<file path="config.mk">
export PLATFORM = sky130hd
export DESIGN_NAME = ysyx_25040109_ifu_queue
export DESIGN_NICKNAME = d
export VERILOG_FILES = /design/src/rtl/ysyx_25040109_pkg.sv /design/src/rtl/ysyx_25040109_fifo_ram.sv /design/src/rtl/ysyx_25040109_ifu_queue.sv
export SDC_FILE = /design/constraint.sdc
export NUM_CORES = 1
export LEC_CHECK = 0
export ABC_AREA = 1
export BUFFER_PORTS_ARGS = -buffer_cell sky130_fd_sc_hd__buf_4
export CAP_MARGIN = 0
export CORE_ASPECT_RATIO = 1.4
export CORE_MARGIN = 2
export CORE_UTILIZATION = 58
export CTS_CLUSTER_DIAMETER = 120
export DETAILED_ROUTE_END_ITERATION = 7
export PLACE_DENSITY = 0.8
export SETUP_SLACK_MARGIN = 0.15
export SKIP_CTS_REPAIR_TIMING = 1
export SYNTH_ARGS = -nofsm -noshare
export SYNTH_HDL_FRONTEND = slang
export SYNTH_SLANG_ARGS = --single-unit
export TNS_END_PERCENT = 1
</file>
<file path="constraint.sdc">
create_clock -name clk -period 5 [get_ports clk]
set_input_delay 0.75 -clock clk [delete_from_list [all_inputs] [get_ports clk]]
set_output_delay 0.75 -clock clk [all_outputs]
set_load 0.02 [all_outputs]
</file>
<file path="src/rtl/ysyx_25040109_pkg.sv">
// Shared constants for the ysyx_25040109 core slice.
package ysyx_25040109_pkg;

  // Architectural register / PC width.
  localparam int XLEN = 32;

  // Default number of entries in the fetch queue.
  localparam int IFQ_DEPTH_DEFAULT = 4;

  // Width of one stored fetch entry: {pc, inst}.
  function automatic int ifq_entry_w(input int data_w);
    return data_w + XLEN;
  endfunction

endpackage

</file>
<file path="src/rtl/ysyx_25040109_fifo_ram.sv">
// Storage array for the fetch queue: one write port, one asynchronous
// read port, and no reset on the contents.
module ysyx_25040109_fifo_ram #(
  parameter int WIDTH = 64,
  parameter int DEPTH = 4
) (
  input  logic                     clk,
  input  logic                     we,
  input  logic [$clog2(DEPTH)-1:0] waddr,
  input  logic [WIDTH-1:0]         wdata,
  input  logic [$clog2(DEPTH)-1:0] raddr,
  output logic [WIDTH-1:0]         rdata
);

  logic [WIDTH-1:0] mem [DEPTH];

  // Write the addressed entry on the rising edge when enabled.
  always_ff @(posedge clk) begin
    if (we) begin
      mem[waddr] <= wdata;
    end
  end

  assign rdata = mem[raddr];

endmodule

</file>
<file path="src/rtl/ysyx_25040109_ifu_queue.sv">
// Instruction fetch queue between instruction memory and the decoder.
// A circular buffer of {pc, inst} pairs with optional zero-latency
// pass-through while empty, and a flush for branch redirects.
//
// Handshake: a transfer on either side happens in a cycle where both
// valid and ready are high at the rising edge (mem_fire / idu_fire).
// Producers may not depend on ready to raise valid; while valid is high
// with a stored entry, the presented {pc, inst} stays stable until it is
// taken or flushed.
module ysyx_25040109_ifu_queue
  import ysyx_25040109_pkg::*;
#(
  parameter int DATA_W = XLEN,
  parameter int DEPTH  = IFQ_DEPTH_DEFAULT,
  parameter int BYPASS = 1
) (
  input  logic                   clk,
  input  logic                   rst,
  input  logic [DATA_W-1:0]      imem_rdata,
  input  logic [31:0]            imem_pc,
  input  logic                   mem_valid,
  output logic                   ifu_ready_to_mem,
  input  logic                   idu_ready,
  output logic [DATA_W-1:0]      inst_ifu,
  output logic [31:0]            pc_ifu,
  output logic                   ifu_valid_to_idu,
  input  logic                   flush,
  output logic [$clog2(DEPTH):0] count
);

  localparam int PW = $clog2(DEPTH);
  localparam int EW = ifq_entry_w(DATA_W);
  localparam logic [PW:0] DEPTH_C = (PW+1)'(DEPTH);
  localparam bit BYPASS_EN = (BYPASS != 0);

  logic [PW-1:0] wr_ptr;
  logic [PW-1:0] rd_ptr;
  logic [EW-1:0] rd_entry;
  logic          empty;
  logic          full;
  logic          mem_fire;
  logic          idu_fire;
  logic          bypass_fire;
  logic          wr_en;
  logic          rd_en;

  assign empty = (count == '0);
  assign full  = (count == DEPTH_C);

  // Reset and flush both silence the handshakes in the same cycle.
  // Accepting while full is only possible because the head leaves in
  // that same cycle (idu_ready with a non-empty queue means idu_fire).
  assign ifu_ready_to_mem = !rst && !flush && (!full || idu_ready);
  assign ifu_valid_to_idu = !rst && !flush && (!empty || (BYPASS_EN && mem_valid));

  assign mem_fire = mem_valid && ifu_ready_to_mem;
  assign idu_fire = ifu_valid_to_idu && idu_ready;

  // An empty queue handing the incoming word straight through stores nothing.
  assign bypass_fire = BYPASS_EN && empty && mem_fire && idu_fire;
  assign wr_en       = mem_fire && !bypass_fire;
  assign rd_en       = idu_fire && !empty;

  // Head entry when something is stored, otherwise the live memory word.
  assign inst_ifu = (!empty || !BYPASS_EN) ? rd_entry[DATA_W-1:0] : imem_rdata;
  assign pc_ifu   = (!empty || !BYPASS_EN) ? rd_entry[EW-1:DATA_W] : imem_pc;

  ysyx_25040109_fifo_ram #(
    .WIDTH (EW),
    .DEPTH (DEPTH)
  ) u_ram (
    .clk   (clk),
    .we    (wr_en),
    .waddr (wr_ptr),
    .wdata ({imem_pc, imem_rdata}),
    .raddr (rd_ptr),
    .rdata (rd_entry)
  );

  // Pointer and occupancy bookkeeping; reset and flush empty the queue.
  always_ff @(posedge clk) begin
    if (rst || flush) begin
      wr_ptr <= '0;
      rd_ptr <= '0;
      count  <= '0;
    end else begin
      if (wr_en) begin
        wr_ptr <= wr_ptr + PW'(1);
      end
      if (rd_en) begin
        rd_ptr <= rd_ptr + PW'(1);
      end
      case ({wr_en, rd_en})
        2'b10:   count <= count + (PW+1)'(1);
        2'b01:   count <= count - (PW+1)'(1);
        default: count <= count;
      endcase
    end
  end

endmodule

</file>
=== Word level (Yosys, flattened, before mapping) ===
Memory sizes are Yosys's and may differ from the RTL's. A register that Yosys moved wholly into a read port is not among the register bits.
Cells that the tools add are included.

* Equal/unequal tests: 3
* Reduce and logical (&&, ||, !) cells: 19
* Multiplexer cells: 7
* $add $sub $neg: 4

{| class="wikitable"
|+ Operator list
! operator !! number
|-
| $mux 32 || 2
|-
| $logic_and 1x1->1 || 9
|-
| $pmux 3 s2 || 1
|-
| $logic_not 1->1 || 5
|-
| $add 2x1->2 const B || 2
|-
| $mux 2 || 2
|-
| $add 3x1->3 const B || 1
|-
| $eq 3x3->1 const B || 1
|-
| $logic_not 3->1 || 1
|-
| $logic_or 1x1->1 || 3
|-
| $sub 3x1->3 const B || 1
|-
| $eq 2x1->1 const B || 1
|-
| $eq 2x2->1 const B || 1
|-
| $mux 1 || 2
|-
| $reduce_bool 2->1 || 1
|}

* RAM bits: 256
* Input port bits: 69
* Output and inout bits: 69
* Word-level logic and storage cells: 37
* Memories kept: 1
* Flip-flop bits (word level): 7

{| class="wikitable"
|+ Memory list
! memory !! depth !! bits a word !! rd ports !! clocked after memory_dff !! wr ports !! RTL line !! text
|-
| u_ram.mem || 4 || 64 || 1 || 1 || 1 || ysyx_25040109_fifo_ram.sv:15 || <nowiki>logic [WIDTH-1:0] mem [DEPTH];</nowiki>
|}

=== Longest topological paths before layout ===
Gate-level depths: netlist of the first run.

* Depth in word-level cells: 11
* Gate-level depth with buffers: 13
* Gate-level depth less buffers: 13

=== Cells and area by module ===
A second synthesis of the first run with hierarchy kept.

* Cells, all modules: 1278
* Area, all modules: 12139.1 um^2

{| class="wikitable"
|+ Modules (own cells, without submodules)
! module !! cells an instance !! area each (um^2) !! times used !! seq. area each (um^2)
|-
| ysyx_25040109_fifo_ram || 1010 || 10761.6 || 1 || 7687.4
|-
| ysyx_25040109_ifu_queue || 268 || 1377.6 || 1 || 140.1
|}

=== Worst setup path after synthesis of the first run ===
OpenSTA, ideal clock, no wires.

* Path kind: input-to-reg
* Start: in flush
* End: mem u_ram.mem[0][0] (enable)
* Path buffers: 0
* Path slack: 0.509 ns
* Library setup time: 0.486 ns
* Data arrival time: 4.004 ns
* Cell stages on the path: 5
* Data required time: 4.514 ns
* Cell sequence: nor2_4 nand2_1 nor2_2 nand2_1 nor2_1

* Word-level cells in the longest chain between the ends: 10
* Elaborated cells on any way between the ends: 12
* Classes of those cells: mux: 2; reduce/logical: 10

{| class="wikitable"
|+ Ends and longest elaborated chain
! item !! RTL line !! text
|-
| start: declaration || ysyx_25040109_ifu_queue.sv:27 || <nowiki>input logic flush,</nowiki>
|-
| $logic_not 1->1 * || ysyx_25040109_ifu_queue.sv:53, ysyx_25040109_ifu_queue.sv:54 ||
|-
| $logic_and 1x1->1 * || ysyx_25040109_ifu_queue.sv:53, ysyx_25040109_ifu_queue.sv:54 ||
|-
| $logic_and 1x1->1 || ysyx_25040109_ifu_queue.sv:53 || <nowiki>assign ifu_ready_to_mem = !rst && !flush && (!full || idu_ready);</nowiki>
|-
| $logic_and 1x1->1 || ysyx_25040109_ifu_queue.sv:56 || <nowiki>assign mem_fire = mem_valid && ifu_ready_to_mem;</nowiki>
|-
| $logic_and 1x1->1 (2 in series) || ysyx_25040109_ifu_queue.sv:60 || <nowiki>assign bypass_fire = BYPASS_EN && empty && mem_fire && idu_fire;</nowiki>
|-
| $logic_not 1->1 || ysyx_25040109_ifu_queue.sv:61 || <nowiki>assign wr_en = mem_fire && !bypass_fire;</nowiki>
|-
| $logic_and 1x1->1 * || ysyx_25040109_ifu_queue.sv:61 ||
|-
| $mux 1 * || ysyx_25040109_fifo_ram.sv:19 || <nowiki>if (we) begin</nowiki>
|-
| $mux 1 (not written as such) * || ysyx_25040109_fifo_ram.sv:20 || <nowiki>mem[waddr] <= wdata;</nowiki>
|-
| end: declaration || ysyx_25040109_fifo_ram.sv:15 ||
|}

Every way passes the cells marked *; elsewhere a longest branch is shown, timed or not.

==> impl_metrics.yaml, run 1 <==
status:
  status: "finished, final reports clean"
worst_setup_path:
  endpoint_kind: "output port"
  start_kind: "flip-flop"
  rr_startpoint: "count[1]"
  worstPathRequired_ns: 4.25
  crit_type: "flip-flop to output port"
  slowest_delay_ns: 0.83
  reg2reg_depth: 7
  critical_path_arrival_ns: 2.91
  crit_fanout: 94
  crit_chain: "buf_4 > nor2_1 > nor2_1 > o21ai_0 > a31oi_1 > buf_4"
  slowest_stage: "buf_4"
clock_tree:
  max-clock-path-buffers: 3
  cts_tree: "yes"
  clock-root-buffer: "clkbuf_16"
  clk_latency_ns: 0.51
  cts.sinks: 265
  clk_pin_slew_ns: 0.07
  cts_buffers: 24
  cts.htree.levels: 1
cells_and_area:
  insertedDiodeCount: 0
  final_layout_size_suffix_gt1_share_pct: 18.5
  layout.nets: 1094
  fillers: 1346
  mostFrequentLayoutCell: "nor2_1"
  layout_common_cells: "nor2_1 (327), edfxtp_1 (256), buf_4 (148)"
  area_delta_synth_final_pct: 17.4
  utilization_pct: 68.7
place:
  hpwl_um: 12800
  gp_congestion: 0.766
  port_buffers: 137
pwr:
  peakVddDrop_v: 0.000311
  finalPower_uw: 4490
  p_leak_uw: 0.00448
  power_density_mw_per_mm2: 354
routing:
  first_pass_iters: 5
  drtIter0Drc: 733
  detail-route-antenna-nets: 0
  vias: 7338
  via_per_inst: 5.74
  drc_errors: 0
  wl_um: 23900
  post_drt_wl_per_cell_um: 18.7
grt:
  grtUsageTotal_pct: 23.7
  grt_pass1_vias: 7258
  grt_overflow: 0
  grt_max_degree: 121
  antenna_found_initial: 1
  grt_pass1_wl_um: 36600
synthesis:
  synth_fp_nets: 975
  ys_ff_latch: 265
  ys_types: 24
  ys_async_sr_fraction_pct: 0
  ys.flop_type: "edfxtp_1"
  synth_edf_count: 256
  yosysSeqAreaShare_pct: 72.8
  synthCells: 900
  syn_area_per_cell_um2: 12.0
  ys_warn_count: 0
  syn_area_mm2: 0.0108
hold_path:
  hold_class: "input port to flip-flop"
  hold_depth: 1
  min_from: "imem_pc[15]"
die:
  coreArea_mm2: 0.0185
  io_pins: 138
  start_util_pct: 58.5
  die_y_um: 165
  rows: 59
  chipWidth_um: 119
  dieArea_mm2: 0.0197
timing:
  period_minus_slack_ns: 3.66
  min_period_over_period_pct: 73.3
  finalClockSkew_ns: 0.00616
  slew_violations: 0
  setup_violations: 0
  setup_tns_ns: 0
  slew_headroom_pct: 26.4
  rsz0062_at_grt: "no"
  hold_viol_final: 0
  worstMarginPinSlew_ns: 1.10
  max_freq_ghz: 0.273
job:
  cap_violations: 0
-- layer usage --
metal  up-vias  GRT usage (%)  routed length (um)
li1       3426              -                   -
met1      3586           29.5                9400
met2       278           42.3               12500
met3        46           3.64                1460
met4         2           9.09                 528
met5         -              0                  16
-- final cells by class --
cell class / instances / area [um2] / share of cell area, %
Multi-Input combinational cell: 561 / 2570 / 20.3
Clock inverter: 14 / 110 / 0.868
Clock buffer: 28 / 637 / 5.02
Inverter: 19 / 72.6 / 0.572
Tap cell: 244 / 305 / 2.41
Timing Repair Buffer: 148 / 1110 / 8.76
Sequential cell: 265 / 7870 / 62.1
-- cells in the mapped netlist (4+ instances only) --
cell	count	area [um2]
nor2_1	331	1240
edfxtp_1	256	7690
o21ai_0	122	611
a31oi_1	64	400
inv_1	17	63.8
clkbuf_1	16	60.1
buf_2	14	70.1
buf_6	10	113
nand2_1	10	37.5
a21oi_1	9	45.0
dfxtp_1	9	180
o21ai_1	9	45.0
buf_4	8	60.1
buf_1	7	26.3
ha_1	5	62.6
nand3_1	4	20.0
-- final timing paths --
kind | endpoint | slack [ns]
max | pc_ifu[22] | 1.34
min | u_ram.mem[1][47] | 0.45
max reg2reg | u_ram.mem[2][23] | 1.98
min reg2reg | flip-flop | 0.50
-- sequential cells by signal, summed over array words and instances, names as in the netlist, named ones only --
name,flops
u_ram.mem,256
rd_ptr,2
count,3
wr_ptr,2
-- stage by stage --
step | hold WS (ns) | cell area [um2] | std cells | setup slack, ns
finish | 0.450 | 12700 | 1279 | 1.34
global route | 0.438 | 12700 | 1279 | 1.13
CTS | 0.435 | 12700 | 1279 | 1.29
detailed placement | 0.495 | 11900 | 1237 | 1.81
global placement | 0.481 | 11900 | 1237 | 1.91
floorplan | 0.469 | 10800 | 900 | 0.509
-- critical path: cells and delay by family, from the launching register on --
| family | cells | cell delay [ns] |
|---|---|---|
| compound gates | 2 | 0.50 |
| simple gates | 2 | 0.27 |
| buf+inv | 2 | 1.03 |
| flops | 1 | 0.59 |
-- cells by family after synthesis --
logic type                 count (synthesis)  synth area share (%)
and+or+nand+nor                          350                  12.4
DFF                                      265                  72.8
AOI/OAI and AO/OA                        204                  10.2
buffers and inverters                     74                  3.71
adders and majority gates                  6                 0.764
xor gates and xnor gates                   1                0.0811
-- power by group --
group	switching, uW	internal (uW)	leakage (uW)	total (uW)
clock network	751	1010	0.000368	1760
logic	165	110	0.00173	276
registers	5.42	2450	0.00239	2460
total	922	3570	0.00448	4490
No activity file was read; power rests on OpenSTA's default activity.
==> inputs of run 2 (changes only) <==
--- a/config.mk
+++ b/config.mk
@@ -5,15 +5,15 @@
 export SDC_FILE = /design/constraint.sdc
 export NUM_CORES = 1
 export LEC_CHECK = 0
-export ABC_AREA = 1
+export ABC_AREA = 0
 export BUFFER_PORTS_ARGS = -buffer_cell sky130_fd_sc_hd__buf_4
 export CAP_MARGIN = 0
 export CORE_ASPECT_RATIO = 1.4
 export CORE_MARGIN = 2
-export CORE_UTILIZATION = 58
+export CORE_UTILIZATION = 52
 export CTS_CLUSTER_DIAMETER = 120
 export DETAILED_ROUTE_END_ITERATION = 7
-export PLACE_DENSITY = 0.8
+export PLACE_DENSITY = 0.76
 export SETUP_SLACK_MARGIN = 0.15
 export SKIP_CTS_REPAIR_TIMING = 1
 export SYNTH_ARGS = -nofsm -noshare
==> constraint.sdc (replaced) <==
create_clock -name clk -period 3.3 [get_ports clk]
set_input_delay 0.495 -clock clk [delete_from_list [all_inputs] [get_ports clk]]
set_output_delay 0.495 -clock clk [all_outputs]
set_load 0.02 [all_outputs]
==> impl_metrics.yaml, run 2 <==
pwr:
  p_clk_share_pct: 37.9
  p_leak_uw: 0.00420
  finalPower_uw: 6560
  netSwitchingFraction_pct: 19.2
  peakVddDrop_v: 0.000335
  power_density_mw_per_mm2: 521
  pwr-share-seq_pct: 56.6
  p_switching_uw: 1260
  internal-power_uw: 5300
  comb_power_share_pct: 5.5
clock_tree:
  cts.htree.levels: 1
  cts.sinks: 265
  max-clock-path-buffers: 3
  clock-root-buffer: "clkbuf_16"
  cts_buffers: 23
  clk_pin_slew_ns: 0.06
  cts_tree: "yes"
  clk_latency_ns: 0.49
synthesis:
  syn_area_per_cell_um2: 22.6
  yosys-top-cells-area: "edfxtp_1 (73%), mux4_2 (13%), mux2_2 (6.8%)"
  synth_top_area_share_pct: 73.0
  ys_types: 30
  synth_edf_count: 256
  ys.flop_type: "edfxtp_1"
  synth_top_area_cell: "edfxtp_1"
  ys_async_sr_fraction_pct: 0
  ys_warn_count: 0
  syn_area_mm2: 0.0105
  yosysSeqAreaShare_pct: 74.7
  synth_fp_nets: 542
  yosysMostFrequentCell: "edfxtp_1"
  synth_common_cells: "edfxtp_1 (256), mux2_2 (64), mux4_2 (63)"
  synthCells: 467
  ys_ff_latch: 265
worst_setup_path:
  slowest_stage: "mux4_1"
  critPathTopFamily: "multiplexers"
  start_kind: "flip-flop"
  critical_path_arrival_ns: 2.41
  crit_fanout: 64
  worstPathRequired_ns: 2.80
  crit_chain: "buf_12 > mux4_1 > mux2_2 > buf_4"
  crit_type: "flip-flop to output port"
  slowest_delay_ns: 0.63
  critPathBufInv: 2
  endpoint_kind: "output port"
timing:
  max_freq_ghz: 0.344
  finalClockSkew_ns: 0.0178
  min_period_over_period_pct: 88.1
  worstMarginPinSlew_ns: 0.572
  period_minus_slack_ns: 2.91
  slew_headroom_pct: 61.7
  setup_violations: 0
  hold_viol_final: 0
  setup_tns_ns: 0
  slew_violations: 0
  rsz0062_at_grt: "no"
grt:
  grt_pass1_vias: 5440
  antenna_found_initial: 2
  grt_pass1_wl_um: 29900
  grt_overflow: 0
  top_usage_layer: "met2"
  grt_use_met2_pct: 32.9
  grtUsageTotal_pct: 18.0
  met1_usage_pct: 21.9
  grt_max_degree: 65
  met3_usage_pct: 3.16
place:
  place_area_mm2: 0.0119
  hpwl_um: 12300
  gp_congestion: 0.832
  port_buffers: 137
routing:
  drtIter0Drc: 397
  via_per_inst: 5.70
  first_pass_iters: 7
  vias: 5052
  wl_um: 19700
  detail-route-antenna-nets: 0
  post_drt_wl_per_cell_um: 22.2
  drc_errors: 0
cells_and_area:
  mostFrequentLayoutCell: "edfxtp_1"
  utilization_pct: 63.5
  largest_reg_flops: 256
  area_delta_synth_final_pct: 19.7
  layout_common_cells: "edfxtp_1 (256), buf_4 (142), mux2_2 (64)"
  regMostFlops: "u_ram.mem"
  final_layout_size_suffix_gt1_share_pct: 49.3
  design_area_mm2: 0.0126
  top_regs: "u_ram.mem: 256 flops, count: 3 flops"
  fillers: 1337
  layout.nets: 694
die:
  dieArea_mm2: 0.0214
  chipWidth_um: 124
  io_pins: 138
  rows: 61
  coreArea_mm2: 0.0198
  start_util_pct: 53.1
  die_y_um: 172
hold_path:
  hold_class: "input port to flip-flop"
status:
  status: "finished, final reports clean"
job:
  cap_violations: 0
-- run 2: per-stage QoR --
step           hold slack, ns  worst slack [ns]  std cells
4_1_cts                 0.193             0.359        885
5_1_grt                 0.193             0.297        887
3_5_place_dp            0.513             0.550        846
2_1_floorplan           0.469            0.0584        467
6_report                0.206             0.393        887
3_3_place_gp            0.486             0.727        846
-- run 2: cell families after synthesis --
kind of cell | share of synthesized area, %
flip-flops | 74.7
multiplexers | 20.7
AND/OR/NAND/NOR | 0.927
XOR/XNOR | 0.416
AO/OA/AOI/OAI | 0.665
buffers and inverters | 1.85
adder cells (fa/ha/maj) | 0.784
-- run 2: layer usage --
metal	wire [um]	up-vias
li1	-	2243
met2	10800	188
met3	1180	34
met4	450	0
met1	7310	2587
met5	0	-
-- run 2: cell type report --
type	instances	area (um2)	area share, %
well taps	252	315	2.50
repair buffers	149	1210	9.57
clock buffers	27	591	4.68
inverters	8	30.0	0.238
diodes	2	5.00	0.0397
clock inverters	12	101	0.804
flip-flops and latches	265	7870	62.5
multi-input cells	172	2480	19.7
-- run 2: power by group through the flow --
| stage | Clock, uW | Combinational [uW] | Sequential, uW |
|---|---|---|---|
| floorplan | 0 | 157 | 3790 |
| global placement | 0 | 356 | 3780 |
| detailed placement | 0 | 365 | 3780 |
| CTS | 2540 | 367 | 3710 |
| global route | 2670 | 386 | 3710 |
| finish | 2490 | 361 | 3710 |
-- run 2: worst paths after layout --
path	start	to	slack (ns)	depth (start not counted)
setup / recovery	flip-flop	pc_ifu[27]	0.39	4
hold / removal	imem_pc[26]	u_ram.mem[2][58]	0.21	1
setup reg to reg	count[2]	count[2]	0.76	9
hold reg to reg	wr_ptr[0]	wr_ptr[0]	0.53	2
==> inputs of run 3 (changes only) <==
--- a/config.mk
+++ b/config.mk
@@ -7,13 +7,14 @@
 export LEC_CHECK = 0
 export ABC_AREA = 0
 export BUFFER_PORTS_ARGS = -buffer_cell sky130_fd_sc_hd__buf_4
-export CAP_MARGIN = 0
+export CAP_MARGIN = 20
 export CORE_ASPECT_RATIO = 1.4
 export CORE_MARGIN = 2
-export CORE_UTILIZATION = 52
+export CORE_UTILIZATION = 54
+export CTS_BUF_LIST = sky130_fd_sc_hd__clkbuf_4 sky130_fd_sc_hd__clkbuf_8
 export CTS_CLUSTER_DIAMETER = 120
 export DETAILED_ROUTE_END_ITERATION = 7
-export PLACE_DENSITY = 0.76
+export PLACE_DENSITY = 0.78
 export SETUP_SLACK_MARGIN = 0.15
 export SKIP_CTS_REPAIR_TIMING = 1
 export SYNTH_ARGS = -nofsm -noshare
==> impl_metrics.yaml, run 3 (same netlist as run 2, synthesis figures left out) <==
worst_setup_path:
  endpoint_kind: "output port"
  critPathTopFamily: "multiplexers"
  slowest_stage: "dfxtp_4"
  crit_fanout: 20
  slowest_delay_ns: 0.62
  crit_type: "flip-flop to output port"
  critPathBufInv: 2
  critical_path_arrival_ns: 2.44
  worstPathRequired_ns: 2.80
  crit_chain: "buf_4 > mux4_2 > mux2_2 > buf_4"
  rrSetupSlack_ns: 0.87
  cp_common_cell: "buf_4"
  start_kind: "flip-flop"
clock_tree:
  cts_buffers: 39
  clock-root-buffer: "clkbuf_8"
  cts.htree.levels: 2
  clk_pin_slew_ns: 0.06
  cts_tree: "yes"
  max-clock-path-buffers: 3
  cts.sinks: 265
  clk_latency_ns: 0.52
cells_and_area:
  largest_reg_flops: 256
  layout.nets: 709
  mostFrequentLayoutCell: "edfxtp_1"
  top_regs: "u_ram.mem: 256 flops, count: 3 flops"
  final_layout_size_suffix_gt1_share_pct: 52.0
  regMostFlops: "u_ram.mem"
  area_delta_synth_final_pct: 20.4
  layout_common_cells: "edfxtp_1 (256), buf_4 (140), mux2_2 (64)"
timing:
  finalClockSkew_ns: 0.0260
  setup_tns_ns: 0
  period_minus_slack_ns: 2.93
  min_period_over_period_pct: 88.9
  slew_violations: 0
  max_freq_ghz: 0.341
  rsz0062_at_grt: "no"
  worstMarginPinSlew_ns: 0.479
  slew_headroom_pct: 67.9
  setup_violations: 0
  hold_viol_final: 0
  finalWorstSetupSlack_ns: 0.368
routing:
  first_pass_iters: 4
  highest_layer: "met4"
  detail-route-antenna-nets: 0
  post_drt_wl_per_cell_um: 21.4
  met2_length_um: 10300
  drt-met1-wl_um: 7520
  vias: 5135
  wl_um: 19500
  drc_errors: 0
  via_per_inst: 5.65
  dr_wl_met3_um: 1030
  drtIter0Drc: 302
grt:
  grt_pass1_wl_um: 30600
  grtUsageTotal_pct: 19.5
  grt_max_degree: 66
  grt_pass1_vias: 5785
  antenna_found_initial: 1
  grt_overflow: 0
pwr:
  p_clk_share_pct: 38.9
  power_density_mw_per_mm2: 526
  netSwitchingFraction_pct: 19.6
  p_leak_uw: 0.00426
  p_switching_uw: 1310
  internal-power_uw: 5360
  pwr-share-seq_pct: 55.7
  comb_power_share_pct: 5.3
  peakVddDrop_v: 0.000481
status:
  status: "finished, final reports clean"
place:
  dpl_worst_slack_ns: 0.688
  port_buffers: 137
  gp_congestion: 0.763
  hpwl_um: 11200
die:
  coreArea_mm2: 0.0191
  rows: 60
  chipWidth_um: 122
  io_pins: 138
  dieArea_mm2: 0.0207
  die_y_um: 169
  start_util_pct: 55.0
job:
  cap_violations: 0
hold_path:
  hold_class: "input port to flip-flop"
run 3: final cells by class:
| class | instances | area [um2] |
|---|---|---|
| Inverter | 8 | 30.0 |
| Clock buffer | 57 | 684 |
| Clock inverter | 10 | 91.3 |
| Tap cell | 248 | 310 |
| Timing Repair Buffer | 148 | 1210 |
| Antenna cell | 1 | 2.50 |
| Multi-Input combinational cell | 172 | 2480 |
| Fill cell | 1263 | 6460 |
| Sequential cell | 265 | 7870 |
run 3: power by group through the flow:
| stage | clock network [uW] | registers (uW) | logic [uW] |
|---|---|---|---|
| 2_1_floorplan | 0 | 3790 | 157 |
| 3_3_place_gp | 0 | 3780 | 346 |
| 3_5_place_dp | 0 | 3780 | 358 |
| 4_1_cts | 2660 | 3710 | 360 |
| 5_1_grt | 2780 | 3710 | 380 |
| 6_report | 2600 | 3710 | 356 |
run 3: layer usage:
layer | global-route usage (%) | up-vias
li1 | - | 2284
met1 | 24.6 | 2641
met2 | 33.5 | 167
met3 | 3.73 | 43
met4 | 7.60 | 0
met5 | 0 | -
run 3: worst paths after layout:
check / startpoint / to / cells past startpoint
setup / recovery: flip-flop / inst_ifu[6] / 4
hold / removal: imem_rdata[30] / u_ram.mem[2][30] / 1
setup reg to reg: count[2] / count[2] / 9
hold reg to reg: rd_ptr[0] / rd_ptr[0] / 2
run 3: per-stage QoR:
stage / total power, uW / hold slack [ns] / std cells / util, % / area (um2)
after floorplan: 3940 / 0.469 / 467 / - / 10500
after global placement: 4130 / 0.482 / 841 / 62.2 / 11900
after detailed placement: 4140 / 0.526 / 841 / 62.2 / 11900
after CTS: 6730 / 0.158 / 908 / 66.2 / 12700
after global routing: 6880 / 0.165 / 909 / 66.2 / 12700
final: 6670 / 0.187 / 909 / 66.2 / 12700
